$ cat src/rtl/param_up_down_counter.sv
// param_up_down_counter: parametrised up/down event counter with
// clear, load, wrap/saturate mode and an optional prescaler.
//
// Macro: UDC_PRESCALE_EN adds a divide-by-PRESCALE step prescaler.
// Ports:
//   clk      - rising-edge clock
//   reset    - asynchronous active-high reset
//   on       - count enable
//   up_down  - 1 = count up, 0 = count down
//   clear    - synchronous clear to 0 (highest priority)
//   load     - synchronous load of load_val (clamped to MODULUS-1)
//   load_val - value for load
//   sat      - 1 = saturate at the range limits, 0 = wrap
//   out      - registered count, always within 0..MODULUS-1
//   tc       - combinational terminal count in the current direction
//   wrap     - registered one-cycle pulse after a wrap event
module param_up_down_counter #(
   parameter int WIDTH    = 4,
   parameter int MODULUS  = 16,
   parameter int PRESCALE = 4
) (
   input  logic             clk,
   input  logic             reset,
   input  logic             on,
   input  logic             up_down,
   input  logic             clear,
   input  logic             load,
   input  logic [WIDTH-1:0] load_val,
   input  logic             sat,
   output logic [WIDTH-1:0] out,
   output logic             tc,
   output logic             wrap
);

   localparam logic [WIDTH-1:0] MAX = WIDTH'(MODULUS - 1);

   logic             at_max;
   logic             at_zero;
   logic             step;
   logic [WIDTH-1:0] load_clamped;

   assign at_max  = (out == MAX);
   assign at_zero = (out == '0);

   // Out-of-range loads are only possible when MODULUS < 2**WIDTH.
   assign load_clamped = (load_val > MAX) ? MAX : load_val;

`ifdef UDC_PRESCALE_EN
   localparam int PW = (PRESCALE > 1) ? $clog2(PRESCALE) : 1;
   localparam logic [PW-1:0] PMAX = PW'(PRESCALE - 1);

   logic [PW-1:0] pre;

   always_ff @(posedge clk or posedge reset) begin
      if (reset) begin
         pre <= '0;
      end else if (clear || load) begin
         pre <= '0;
      end else if (on) begin
         pre <= (pre == PMAX) ? '0 : pre + 1'b1;
      end
   end

   // The count only moves on the last prescaler phase.
   assign step = (pre == PMAX);
`else
   // Without the prescaler every enabled cycle is a step; a legal
   // PRESCALE (>= 1) makes this constant 1.
   assign step = (PRESCALE >= 1);
`endif

   assign tc = on & step &
               ((up_down & at_max) | (~up_down & at_zero));

   always_ff @(posedge clk or posedge reset) begin
      if (reset) begin
         out  <= '0;
         wrap <= 1'b0;
      end else begin
         wrap <= 1'b0;
         if (clear) begin
            out <= '0;
         end else if (load) begin
            out <= load_clamped;
         end else if (on && step) begin
            // Limits are tested before stepping so out never
            // leaves 0..MAX, even transiently.
            if (up_down) begin
               if (!at_max) begin
                  out <= out + 1'b1;
               end else if (!sat) begin
                  out  <= '0;
                  wrap <= 1'b1;
               end
            end else begin
               if (!at_zero) begin
                  out <= out - 1'b1;
               end else if (!sat) begin
                  out  <= MAX;
                  wrap <= 1'b1;
               end
            end
         end
      end
   end

endmodule

$ cat config.mk
export PLATFORM = sky130hd
export DESIGN_NAME = param_up_down_counter
export DESIGN_NICKNAME = d
export VERILOG_FILES = /design/src/rtl/param_up_down_counter.sv
export SDC_FILE = /design/constraint.sdc
export NUM_CORES = 1
export LEC_CHECK = 0
export ABC_AREA = 1
export CORE_AREA = 2 2 39 41
export DETAILED_ROUTE_END_ITERATION = 8
export DIE_AREA = 0 0 41 43
export PLACE_DENSITY = 0.69
export SLEW_MARGIN = 20
export SYNTH_ARGS = -nofsm -noshare
export SYNTH_HDL_FRONTEND = slang
export SYNTH_SLANG_ARGS = --single-unit
$ cat constraint.sdc
create_clock -name clk -period 3.45 [get_ports clk]
set_clock_uncertainty 0.1 [all_clocks]
set_input_delay 0.345 -clock clk [delete_from_list [all_inputs] [get_ports clk]]
set_output_delay 0.345 -clock clk [all_outputs]
set_load 0.02 [all_outputs]
==> flow_summary.toml, run 1 <==
[status]
status = "finished clean"

[route]
via_per_inst = 4.86
vias = 564
wl_um = 1210
drc = 0
post_drt_wl_per_cell_um = 10.4
ant_nets = 0
firstDrtPassIters = 4
first_iter_violations = 17

[sta]
tns_ns = 0
fin_ws_ns = 0.888
hold_viol = 0
finalCritPeriodShare_pct = 74.3
hold_ws_ns = 0.189
rsz0062_at_grt = "false"
fmax_mhz = 390
min_period_ns = 2.56
setup_viol = 0
worstMarginPinSlew_ns = 0.294
slew_headroom_pct = 80.4
maxSlewViolCount = 0

[worst_hold_path]
hp-class = "primary input to async pin"

[synthesis]
synth_seq_cells = 5
syn_nets = 94
netlist_area_sq_um = 498
synthCells = 81
yosysSeqAreaShare_pct = 25.1
ys.warnings.count = 0
synth.avg_cell_area_sq_um = 6.15
synth_cell_types = 19

[power_and_ir_drop]
finalPower_w = 0.000234
max-vdd-ir-drop_mv = 0.251
p_per_area_mw_per_mm2 = 335
p_leak_nw = 0.338

[critical_path]
criticalPathCategory = "flop to primary output"
cp-startpoint = "out[0]$_DFFE_PP0P_"
cp.required_ns = 3.00
end_kind = "primary output"
arrival_ns = 2.12
worstPathMaxFanout = 7
crit_slowest_cell = "clkdlybuf4s50_1"
critPathMaxStageDelay_ns = 0.59
path_cells = "inv_1, ha_1, a21oi_1, a21oi_1, nand2_1, inv_1, clkdlybuf4s50_1"
r2r_start = "out[0]$_DFFE_PP0P_"
startpoint_type = "flop"

[flow_run]
max-cap-violations = 0

[place]
portBuffers = 16
gp_congestion = 0.781
dp_worst_setup_slack_ns = 1.06
dp.final_hpwl_um = 968

[layout]
utilization_pct = 50.5
layout.nets = 114
layout_commonest_cell = "nand2_1"
mostFrequentLayoutCells = "nand2_1 (25), clkdlybuf4s50_1 (16), inv_1 (9)"
syn2layout_area_growth_pct = 40.2
post_route_cells_drive_above_1_share_pct = 16.0
diodes = 0
n_fill_cell = 151

[global_route]
grt_start_max_net_pins = 11
overflow = 0
grt_use_total_pct = 16.4
first_global_vias = 468
grt_pass1_wl_um = 1920
antenna_found_initial = 0

[clock_network]
ctsHtreeMaxLevel = 1
cts.sink_count = 5
clockRootBuffer = "clkbuf_4"
clkTransAtPathRegs_ns = 0.05
postCtsSetupBuffers = 0
clkLatencyLatePin_ns = 0.25
cts_tree = "built"
cts_buffers = 3
cts.repair.resized = 0
clockBufferDepth = 2
cts_hold_buf = 0

[floorplan]
dieArea_sq_mm = 0.00176
design.core.area_sq_mm = 0.00138
die_height_um = 43
start_util_pct = 36.0
chipWidth_um = 41
io_pins = 17
rows = 14
cells in the mapped netlist, drive strengths merged:
library cell | number | share of area, %
nand4 | 1 | 1.3
ha | 2 | 5.0
nand2 | 26 | 20
o21ai | 5 | 5.0
dfrtp | 5 | 25
inv | 13 | 9.8
nor2 | 11 | 9.8
buf | 1 | 1.5
o211ai | 1 | 1.5
nor3 | 1 | 2.0
nand3 | 10 | 14
or2 | 1 | 1.3
a21oi | 4 | 4.0
metal layers:
layer  GRT usage (%)  share of wire, %  vias up
met3               0               6.3        2
li1                -                 -      296
met2            23.4                50       31
met4            14.0               1.7        0
met5               0                 0        -
met1            21.9                42      235
logic make-up after synthesis:
family                   synth area share [%]
AND/OR/NAND/NOR                          48.0
flip-flops                               25.1
adder cells (fa/ha/maj)                  5.02
AO/OA/AOI/OAI                            10.6
buffers and inverters                    11.3
cell type report:
| cell class | instances | area, sq um | area share, % |
|---|---|---|---|
| multi-input combinational | 62 | 317 | 45.3 |
| timing repair buffer | 16 | 160 | 22.9 |
| sequential | 5 | 125 | 17.9 |
| inverter | 13 | 48.8 | 6.99 |
| clock buffer | 3 | 22.5 | 3.23 |
| tap | 16 | 20.0 | 2.87 |
| clock inverter | 1 | 5.00 | 0.717 |
critical path, delay by kind of cell (launching register included):
| kind | cells | cell delay [ns] |
|---|---|---|
| compound gates | 2 | 0.27 |
| buf+inv | 3 | 0.81 |
| flops | 1 | 0.45 |
| simple gates | 1 | 0.11 |
| fa+ha+maj | 1 | 0.21 |
metrics by stage:
step                cells  area [sq um]
detailed placement    112           671
finish                116           698
global placement      112           671
global route          116           698
CTS                   116           698
floorplan              81           498
report_power, final:
group	internal, W	switching, W
Combinational	0.0000399	0.0000461
Sequential	0.0000640	0.0000119
Clock	0.0000423	0.0000298
Total	0.000146	0.0000877
path summary, 6_finish.rpt:
path | slack [ns] | endpoint | depth (start not counted)
setup / recovery | 0.89 | tc | 7
max in group asynchronous | 2.89 | out[3]$_DFFE_PP0P_ | 2
min in group clk | 0.54 | out[0]$_DFFE_PP0P_ | 2
setup reg to reg | 1.78 | out[1]$_DFFE_PP0P_ | 6
hold / removal | 0.19 | out[2]$_DFFE_PP0P_ | 2
hold reg to reg | 0.54 | out[0]$_DFFE_PP0P_ | 2
registers in the layout, summed over array words and instances, names as in the netlist:
name  flops
wrap      1
out       4
Power figures use the tool's default switching activity.
==> run 2: changes to the inputs <==
--- a/config.mk
+++ b/config.mk
@@ -6,10 +6,10 @@
 export NUM_CORES = 1
 export LEC_CHECK = 0
 export ABC_AREA = 1
-export CORE_AREA = 2 2 39 41
+export CORE_MARGIN = 2
+export CORE_UTILIZATION = 38
 export DETAILED_ROUTE_END_ITERATION = 8
-export DIE_AREA = 0 0 41 43
-export PLACE_DENSITY = 0.69
+export PLACE_DENSITY = 0.72
 export SLEW_MARGIN = 20
 export SYNTH_ARGS = -nofsm -noshare
 export SYNTH_HDL_FRONTEND = slang
==> constraint.sdc (replaced) <==
create_clock -name clk -period 2.1 [get_ports clk]
set_clock_uncertainty 0.1 [all_clocks]
set_input_delay 0.21 -clock clk [delete_from_list [all_inputs] [get_ports clk]]
set_output_delay 0.21 -clock clk [all_outputs]
set_load 0.02 [all_outputs]
==> flow_summary.toml, run 2 (synthesized netlist as in run 1, its figures left out) <==
[layout]
n_fill_cell = 131
post_route_cells_drive_above_1_share_pct = 19.0
largest_reg_flops = 4
reg_top3 = "out: 4 flops, wrap: 1 flops"
top_register = "out"
layout.nets = 119
layout_commonest_cell = "nand2_1"
diodes = 0
syn2layout_area_growth_pct = 47.2
utilization_pct = 57.8
mostFrequentLayoutCells = "nand2_1 (25), clkdlybuf4s50_1 (15), inv_1 (9)"

[global_route]
grt_pass1_wl_um = 2040
first_global_vias = 516
overflow = 0
grt_start_max_net_pins = 11
grt_use_total_pct = 19.2
antenna_found_initial = 0

[critical_path]
path_cells = "inv_1, ha_1, a21oi_1, a21oi_1, nand2_1, inv_1, clkdlybuf4s15_1"
end_kind = "primary output"
reg2reg_depth = 6
cp.required_ns = 1.79
crit_slowest_cell = "dfrtp_1"
r2r_slack_ns = 0.61
cp-startpoint = "out[0]$_DFFE_PP0P_"
critical-path-top-delay-family = "buffers and inverters"
critPathMaxStageDelay_ns = 0.40
reg2reg_to = "out[1]$_DFFE_PP0P_"
crit_buf_inv = 3
startpoint_type = "flop"
r2r_start = "out[0]$_DFFE_PP0P_"
arrival_ns = 1.60
worstPathMaxFanout = 4
criticalPathCategory = "flop to primary output"

[clock_network]
cts_tree = "built"
cts.sink_count = 5
cts_buffers = 3
clkLatencyLatePin_ns = 0.24
ctsHtreeMaxLevel = 1
clockBufferDepth = 2
clockRootBuffer = "clkbuf_4"
cts_hold_buf = 0
clkTransAtPathRegs_ns = 0.04
postCtsSetupBuffers = 0

[floorplan]
io_pins = 17
start_util_pct = 39.3
rows = 13
design.core.area_sq_mm = 0.00127
dieArea_sq_mm = 0.00162
die_height_um = 40.2
chipWidth_um = 40.2

[sta]
fmax_mhz = 524
min_period_ns = 1.91
finalCritPeriodShare_pct = 90.8
setup_viol = 0
maxSlewViolCount = 0
rsz0062_at_grt = "false"
worstMarginPinSlew_ns = 0.282
slew_headroom_pct = 81.2
tns_ns = 0
hold_viol = 0

[route]
vias = 567
post_drt_wl_per_cell_um = 10.3
maxUsedRoutingLayer = "met4"
drt-met1-wl_um = 534
wl_met3_um = 49
via_per_inst = 4.73
wl_met2_um = 628
ant_nets = 0
first_iter_violations = 11
wl_um = 1230
firstDrtPassIters = 4
drc = 0

[status]
status = "finished clean"

[worst_hold_path]
hp-class = "primary input to async pin"

[power_and_ir_drop]
finalPower_w = 0.000387
p_leak_nw = 0.361
p_per_area_mw_per_mm2 = 527
max-vdd-ir-drop_mv = 0.380

[place]
gp_congestion = 0.782
dp.final_hpwl_um = 1010
portBuffers = 16

[flow_run]
max-cap-violations = 0
==> run 2: where the power goes <==
| part | internal [W] | switching (W) |
|---|---|---|
| clock network | 0.0000717 | 0.0000369 |
| registers | 0.000106 | 0.0000116 |
| logic | 0.0000766 | 0.0000844 |
| total | 0.000254 | 0.000133 |
==> run 2: stage by stage <==
stage	std cells	area, sq um	hold WS (ns)	setup WS [ns]
2_1_floorplan	81	498	-0.111	0.451
3_3_place_gp	116	707	0.318	0.114
3_5_place_dp	116	707	0.321	0.112
4_1_cts	120	732	0.0584	0.140
5_1_grt	120	733	0.0703	0.00497
6_report	120	733	0.0678	0.193
==> run 2: worst max path at each step <==
stage                               endpoint  slack [ns]  cells past startpoint
after floorplan           out[1]$_DFFE_PP0P_        0.45                      6
after global placement                    tc        0.11                      6
after detailed placement                  tc        0.11                      6
after CTS                                 tc        0.14                      7
after global routing                      tc       0.005                      7
final                                     tc        0.19                      7
==> run 2: routing by layer <==
metal | track usage (%) | vias to the layer above
li1 | - | 305
met4 | 7.50 | 0
met2 | 34.3 | 15
met1 | 22.4 | 245
met5 | 0 | -
met3 | 3.33 | 2
==> run 2: area by class of cell <==
type                            count  area [sq um]  share of cell area [%]
Multi-Input combinational cell     62           317                    43.2
Timing Repair Buffer               21           198                    27.0
Sequential cell                     5           125                    17.1
Inverter                           13          48.8                    6.66
Clock buffer                        4          26.3                    3.58
Tap cell                           15          18.8                    2.56
==> run 2: what timing repair did <==
| action | 4_1_cts | 5_1_grt |
|---|---|---|
| pin swaps | 0 | 0 |
| setup endpoints to repair | 1 | 1 |
| gates resized for setup | 1 | 1 |
